### src/rtl/id_ex_stage.sv
// id_ex_stage: decode-to-execute pipeline register.
// Captures the decode control word, operands, specifiers and extended
// immediate; detects load-use hazards (bubble + decode stall), raises a
// decode flush on a taken jump, and counts load-use bubbles (saturating).
module id_ex_stage (
    input  logic        clk,
    input  logic        rst,
    input  logic        ValidD,
    input  logic        RegWriteD,
    input  logic        MemtoRegD,
    input  logic        MemWriteD,
    input  logic        ALUSrcD,
    input  logic        RegDstD,
    input  logic        JumpD,
    input  logic        MemRead,
    input  logic [1:0]  ALUControlD,
    input  logic [31:0] RD1D,
    input  logic [31:0] RD2D,
    input  logic [4:0]  RsD,
    input  logic [4:0]  RtD,
    input  logic [4:0]  RdD,
    input  logic [15:0] ImmD,
    input  logic [31:0] PCPlus4D,
    input  logic        StallE,
    input  logic        FlushE,
    output logic        ValidE,
    output logic        RegWriteE,
    output logic        MemtoRegE,
    output logic        MemWriteE,
    output logic        ALUSrcE,
    output logic        RegDstE,
    output logic        JumpE,
    output logic        MemReadE,
    output logic [1:0]  ALUControlE,
    output logic [31:0] RD1E,
    output logic [31:0] RD2E,
    output logic [31:0] ImmE,
    output logic [31:0] PCPlus4E,
    output logic [4:0]  RsE,
    output logic [4:0]  RtE,
    output logic [4:0]  RdE,
    output logic        StallD,
    output logic        FlushD,
    output logic [15:0] BubbleCount
);

    // Execute-stage registers
    logic        r_valid_e;
    logic        r_regwrite_e;
    logic        r_memtoreg_e;
    logic        r_memwrite_e;
    logic        r_alusrc_e;
    logic        r_regdst_e;
    logic        r_jump_e;
    logic        r_memread_e;
    logic [1:0]  r_aluctl_e;
    logic [31:0] r_rd1_e;
    logic [31:0] r_rd2_e;
    logic [31:0] r_imm_e;
    logic [31:0] r_pc4_e;
    logic [4:0]  r_rs_e;
    logic [4:0]  r_rt_e;
    logic [4:0]  r_rd_e;
    logic [15:0] r_bubble_count;

    // Combinational decode-side terms
    logic        w_rt_match;
    logic        w_load_use;
    logic        w_stall_d;
    logic        w_flush_d;
    logic        w_bubble;
    logic        w_zero_ext;
    logic [31:0] w_imm_ext;
    logic        w_count_inc;

    // Hazard detection: a valid load in E whose destination (non-r0) is a source in D
    always_comb begin
        w_rt_match = (r_rt_e != 5'd0) && ((r_rt_e == RsD) || (r_rt_e == RtD));
        w_load_use = r_memread_e & r_valid_e & ValidD & w_rt_match;
        w_stall_d  = w_load_use | StallE;
        w_flush_d  = ValidD & JumpD & ~w_stall_d;
        w_bubble   = FlushE | w_load_use;
    end

    // Immediate extension: ANDI-class logic ops zero-extend, everything else sign-extends
    always_comb begin
        w_zero_ext = (ALUControlD == 2'b01) && !JumpD;
        if (w_zero_ext) begin
            w_imm_ext = {16'h0000, ImmD};
        end else begin
            w_imm_ext = {{16{ImmD[15]}}, ImmD};
        end
    end

    // Count only hazard bubbles that actually enter E; a concurrent FlushE still counts once
    assign w_count_inc = w_load_use & ~StallE & (r_bubble_count != 16'hFFFF);

    // Control word register: hold on StallE, zero on bubble, gate side effects when D is empty
    always_ff @(posedge clk or posedge rst) begin
        if (rst) begin
            r_valid_e    <= 1'b0;
            r_regwrite_e <= 1'b0;
            r_memtoreg_e <= 1'b0;
            r_memwrite_e <= 1'b0;
            r_alusrc_e   <= 1'b0;
            r_regdst_e   <= 1'b0;
            r_jump_e     <= 1'b0;
            r_memread_e  <= 1'b0;
            r_aluctl_e   <= 2'b00;
        end else if (StallE) begin
            r_valid_e    <= r_valid_e;
        end else if (w_bubble) begin
            r_valid_e    <= 1'b0;
            r_regwrite_e <= 1'b0;
            r_memtoreg_e <= 1'b0;
            r_memwrite_e <= 1'b0;
            r_alusrc_e   <= 1'b0;
            r_regdst_e   <= 1'b0;
            r_jump_e     <= 1'b0;
            r_memread_e  <= 1'b0;
            r_aluctl_e   <= 2'b00;
        end else begin
            r_valid_e    <= ValidD;
            r_regwrite_e <= RegWriteD & ValidD;
            r_memtoreg_e <= MemtoRegD;
            r_memwrite_e <= MemWriteD & ValidD;
            r_alusrc_e   <= ALUSrcD;
            r_regdst_e   <= RegDstD;
            r_jump_e     <= JumpD & ValidD;
            r_memread_e  <= MemRead & ValidD;
            r_aluctl_e   <= ALUControlD;
        end
    end

    // Data and specifier registers: same hold/bubble/capture priority as the control word
    always_ff @(posedge clk or posedge rst) begin
        if (rst) begin
            r_rd1_e <= 32'h0;
            r_rd2_e <= 32'h0;
            r_imm_e <= 32'h0;
            r_pc4_e <= 32'h0;
            r_rs_e  <= 5'd0;
            r_rt_e  <= 5'd0;
            r_rd_e  <= 5'd0;
        end else if (StallE) begin
            r_rd1_e <= r_rd1_e;
        end else if (w_bubble) begin
            r_rd1_e <= 32'h0;
            r_rd2_e <= 32'h0;
            r_imm_e <= 32'h0;
            r_pc4_e <= 32'h0;
            r_rs_e  <= 5'd0;
            r_rt_e  <= 5'd0;
            r_rd_e  <= 5'd0;
        end else begin
            r_rd1_e <= RD1D;
            r_rd2_e <= RD2D;
            r_imm_e <= w_imm_ext;
            r_pc4_e <= PCPlus4D;
            r_rs_e  <= RsD;
            r_rt_e  <= RtD;
            r_rd_e  <= RdD;
        end
    end

    // Saturating load-use bubble counter
    always_ff @(posedge clk or posedge rst) begin
        if (rst) begin
            r_bubble_count <= 16'h0000;
        end else if (w_count_inc) begin
            r_bubble_count <= r_bubble_count + 16'h0001;
        end
    end

    assign ValidE      = r_valid_e;
    assign RegWriteE   = r_regwrite_e;
    assign MemtoRegE   = r_memtoreg_e;
    assign MemWriteE   = r_memwrite_e;
    assign ALUSrcE     = r_alusrc_e;
    assign RegDstE     = r_regdst_e;
    assign JumpE       = r_jump_e;
    assign MemReadE    = r_memread_e;
    assign ALUControlE = r_aluctl_e;
    assign RD1E        = r_rd1_e;
    assign RD2E        = r_rd2_e;
    assign ImmE        = r_imm_e;
    assign PCPlus4E    = r_pc4_e;
    assign RsE         = r_rs_e;
    assign RtE         = r_rt_e;
    assign RdE         = r_rd_e;
    assign StallD      = w_stall_d;
    assign FlushD      = w_flush_d;
    assign BubbleCount = r_bubble_count;

endmodule

### config.mk
export PLATFORM = sky130hd
export DESIGN_NAME = id_ex_stage
export DESIGN_NICKNAME = d
export VERILOG_FILES = /design/src/rtl/id_ex_stage.sv
export SDC_FILE = /design/constraint.sdc
export NUM_CORES = 1
export LEC_CHECK = 0
export ABC_AREA = 1
export CORE_UTILIZATION = 40
export DETAILED_ROUTE_END_ITERATION = 7
export PLACE_DENSITY = 0.77
export REMOVE_ABC_BUFFERS = 1
export SLEW_MARGIN = 20
export SYNTH_ARGS = -nofsm -noshare
export SYNTH_HDL_FRONTEND = slang
export SYNTH_SLANG_ARGS = --single-unit
### constraint.sdc
create_clock -name clk -period 6.6 [get_ports clk]
set_clock_uncertainty 0.1 [all_clocks]
set_input_delay 0.66 -clock clk [delete_from_list [all_inputs] [get_ports clk]]
set_output_delay 0.66 -clock clk [all_outputs]
set_load 0.05 [all_outputs]
==> results.cfg <==
[outcome]
status = finished, final reports clean

[worst_setup_path]
r2r-start = RtE[0]
worst-path-buf-inv = 3
slowest_delay_ns = 0.92
critPathMaxFanout = 74
crit_type = input pin to output port
crit_path_start = RtD[4]
crit_family = buffers and inverters
start_kind = input pin
crit_path_cell_trace = clkdlybuf4s50_1, inv_1, nand2_1, nand2_1, nor2_1, nand3_1, nand2_2, nand2_4, nand2_8, clkdlybuf4s50_1
r2r_slack_ns = 3.77
required_ns = 5.84
crit_arrival_ns = 3.24
rr_worst_depth = 10
cp_slowest_cell = clkdlybuf4s50_1
cp-end-kind = output port
r2r_end = RD2E[20]

[sta]
max_freq_ghz = 0.2501
relSlewSlack_pct = 35.19
worstMarginPinSlew_ns = 0.9722
post-route-period-util_pct = 60.59
min_period_ns = 3.999
hold_violations = 0
finalSetupViolCount = 0
fin_setup_tns_ns = 0
rsz0062_at_grt = false
slew_violations = 0

[global_routing]
first_global_vias = 5992
grt_overflow_total = 0
grt_usage_pct = 21.86
grt_antenna_before_repair = 0
grt_pass1_wl_mm = 31.17
grt_max_degree = 106

[power]
p_seq_share_pct = 38.6
swShare_pct = 32.09
irDropWorstVdd_v = 0.0001673
internal_power_w = 0.001844
p_sw_w = 0.0008714
clkPwrFrac_pct = 36.7
comb_power_share_pct = 24.7
finalPower_w = 0.002716
power_density_mw_per_mm2 = 253.5
p_leak_nw = 4.798

[route]
post-route-drc-count = 0
wl_per_cell_um = 15.21
dr.pass1.iters = 4
drt-total-wl_mm = 19.96
via_per_inst = 4.784
vias = 6277
ant_nets = 0
drtIter0Drc = 272

[yosys]
ys_ff_latch = 154
synth_cell_types = 30
syn_avg_cell_area_um2 = 8.869
synthCells = 802
synth_flop_cell = dfrtp_1
ys_seq_area_share_pct = 54.18
ys_warn_count = 0
netlist_area_mm2 = 0.007113
async_reset_ff_share_pct = 100.0
synth_edf_count = 0

[floorplan]
core_area_mm2 = 0.01736
die_w_um = 135.4
die-area_mm2 = 0.01832
start_util_pct = 40.98
die_height_um = 135.4
pin_count = 312
placementRows = 48

[clocking]
clkTransAtPathRegs_ns = 0.06
cts_buffer_depth = 2
cts_setup_buffers = 0
cts.sinks = 154
h-tree-depth = 4
ctsResizeCount = 0
numCtsBuffers = 17
cts-root-buf = clkbuf_16
clk_latency_ns = 0.42
cts_tree = done
ctsHoldBuffers = 0

[job]
maxCapViolations = 0

[place]
port_buffers = 311
place_hpwl_mm = 13.73
gp_congestion = 0.8780

[worst_hold_path]
min_path_type = flop to flop
holdPathEnd = PCPlus4E[0]
hold-path-cell-count = 2
hp-start = PCPlus4E[0]

[finish]
antennaDiodeCount = 0
nets = 1216
final_cell_mix = 353 x nand2_1, 310 x clkdlybuf4s50_1, 154 x dfrtp_1
layout-drive-gt1-share_pct = 10.86
final_common_cell = nand2_1
areaGrowthSynthToFinish_pct = 50.59
## layout make-up
type                    instances  area [um2]
clock buffers                  21       470.5
clock inverters                11       135.1
fillers                      1497        6645
inverters                      32       127.6
multi-input cells             554        2703
flip-flops and latches        154        3854
well taps                     225       281.5
repair buffers                315        3141
## worst max-delay path by stage
stage	cells after the start	end	slack, ns
after floorplan	0	ImmE[16]	0.77
after global placement	10	StallD	2.68
after detailed placement	10	StallD	2.65
after CTS	10	StallD	2.65
after global routing	10	StallD	2.48
final	10	StallD	2.60
## cell usage after synthesis (2+ instances only)
cell type / count / area, um2
nand2_1: 353 / 1325
dfrtp_1: 154 / 3854
o21ai_2: 70 / 613.1
o21ai_0: 52 / 260.3
clkbuf_1: 30 / 112.6
inv_1: 28 / 105.1
nor2_1: 20 / 75.07
buf_4: 15 / 112.6
nand3_1: 12 / 60.06
nand4_1: 11 / 68.82
xor2_1: 9 / 78.83
buf_12: 8 / 160.2
buf_2: 6 / 30.03
xnor2_1: 6 / 52.55
o22ai_1: 5 / 31.28
inv_2: 4 / 15.01
nor3_1: 3 / 15.01
o21ai_1: 3 / 15.01
nand2_4: 2 / 22.52
## per-stage QoR
stage	setup slack (ns)	cells	hold slack [ns]	utilization [%]	instance area, um2
6_report	2.601	1312	0.3778	61.71	10710
3_5_place_dp	2.655	1280	0.3667	58.23	10110
2_1_floorplan	0.7741	740	0.6449	-	6668
5_1_grt	2.482	1312	0.3904	61.71	10710
4_1_cts	2.647	1312	0.3829	61.71	10710
3_3_place_gp	2.679	1280	0.3630	58.23	10110
## power by group through the flow
stage               clock network [W]  logic, W  registers [W]
CTS                           0.00102  0.000676        0.00105
global route                  0.00106  0.000708        0.00106
global placement                    0  0.000669        0.00106
floorplan                           0  0.000129        0.00132
detailed placement                  0  0.000674        0.00106
finish                       0.000997  0.000670        0.00105
## logic make-up (layout without fill, tap and decap cells)
group | Yosys count | in the layout | synth area share, %
AND/OR/NAND/NOR | 406 | 406 | 22.71
flip-flops | 154 | 154 | 54.18
AO/OA/AOI/OAI | 132 | 132 | 13.14
buffers and inverters | 94 | 379 | 7.951
XOR/XNOR | 15 | 15 | 1.847
adder cells (fa/ha/maj) | 1 | 1 | 0.1759
## registers in the layout, summed over array words and instances, names as in the netlist
signal       count
ImmE            17
RtE              5
RegWriteE        1
MemWriteE        1
RdE              5
RsE              5
JumpE            1
RD2E            32
MemReadE         1
ALUSrcE          1
PCPlus4E        32
MemtoRegE        1
BubbleCount     16
ValidE           1
RD1E            32
RegDstE          1
ALUControlE      2
## metal layers
| layer | global-route usage, % | wire [um] | share of wire, % |
|---|---|---|---|
| met1 | 27.66 | 8319 | 42 |
| met3 | 5.761 | 1503 | 7.5 |
| met2 | 34.90 | 9498 | 48 |
| met5 | 0 | 0 | 0 |
| met4 | 10.17 | 639 | 3.2 |
## tightest hold or removal path: cells and delay by family, from the launching register on
| kind | cells | cell delay [ns] |
|---|---|---|
| flops | 1 | 0.34 |
| simple gates | 1 | 0.06 |
| compound gates | 1 | 0.05 |
Power figures use the tool's default switching activity.
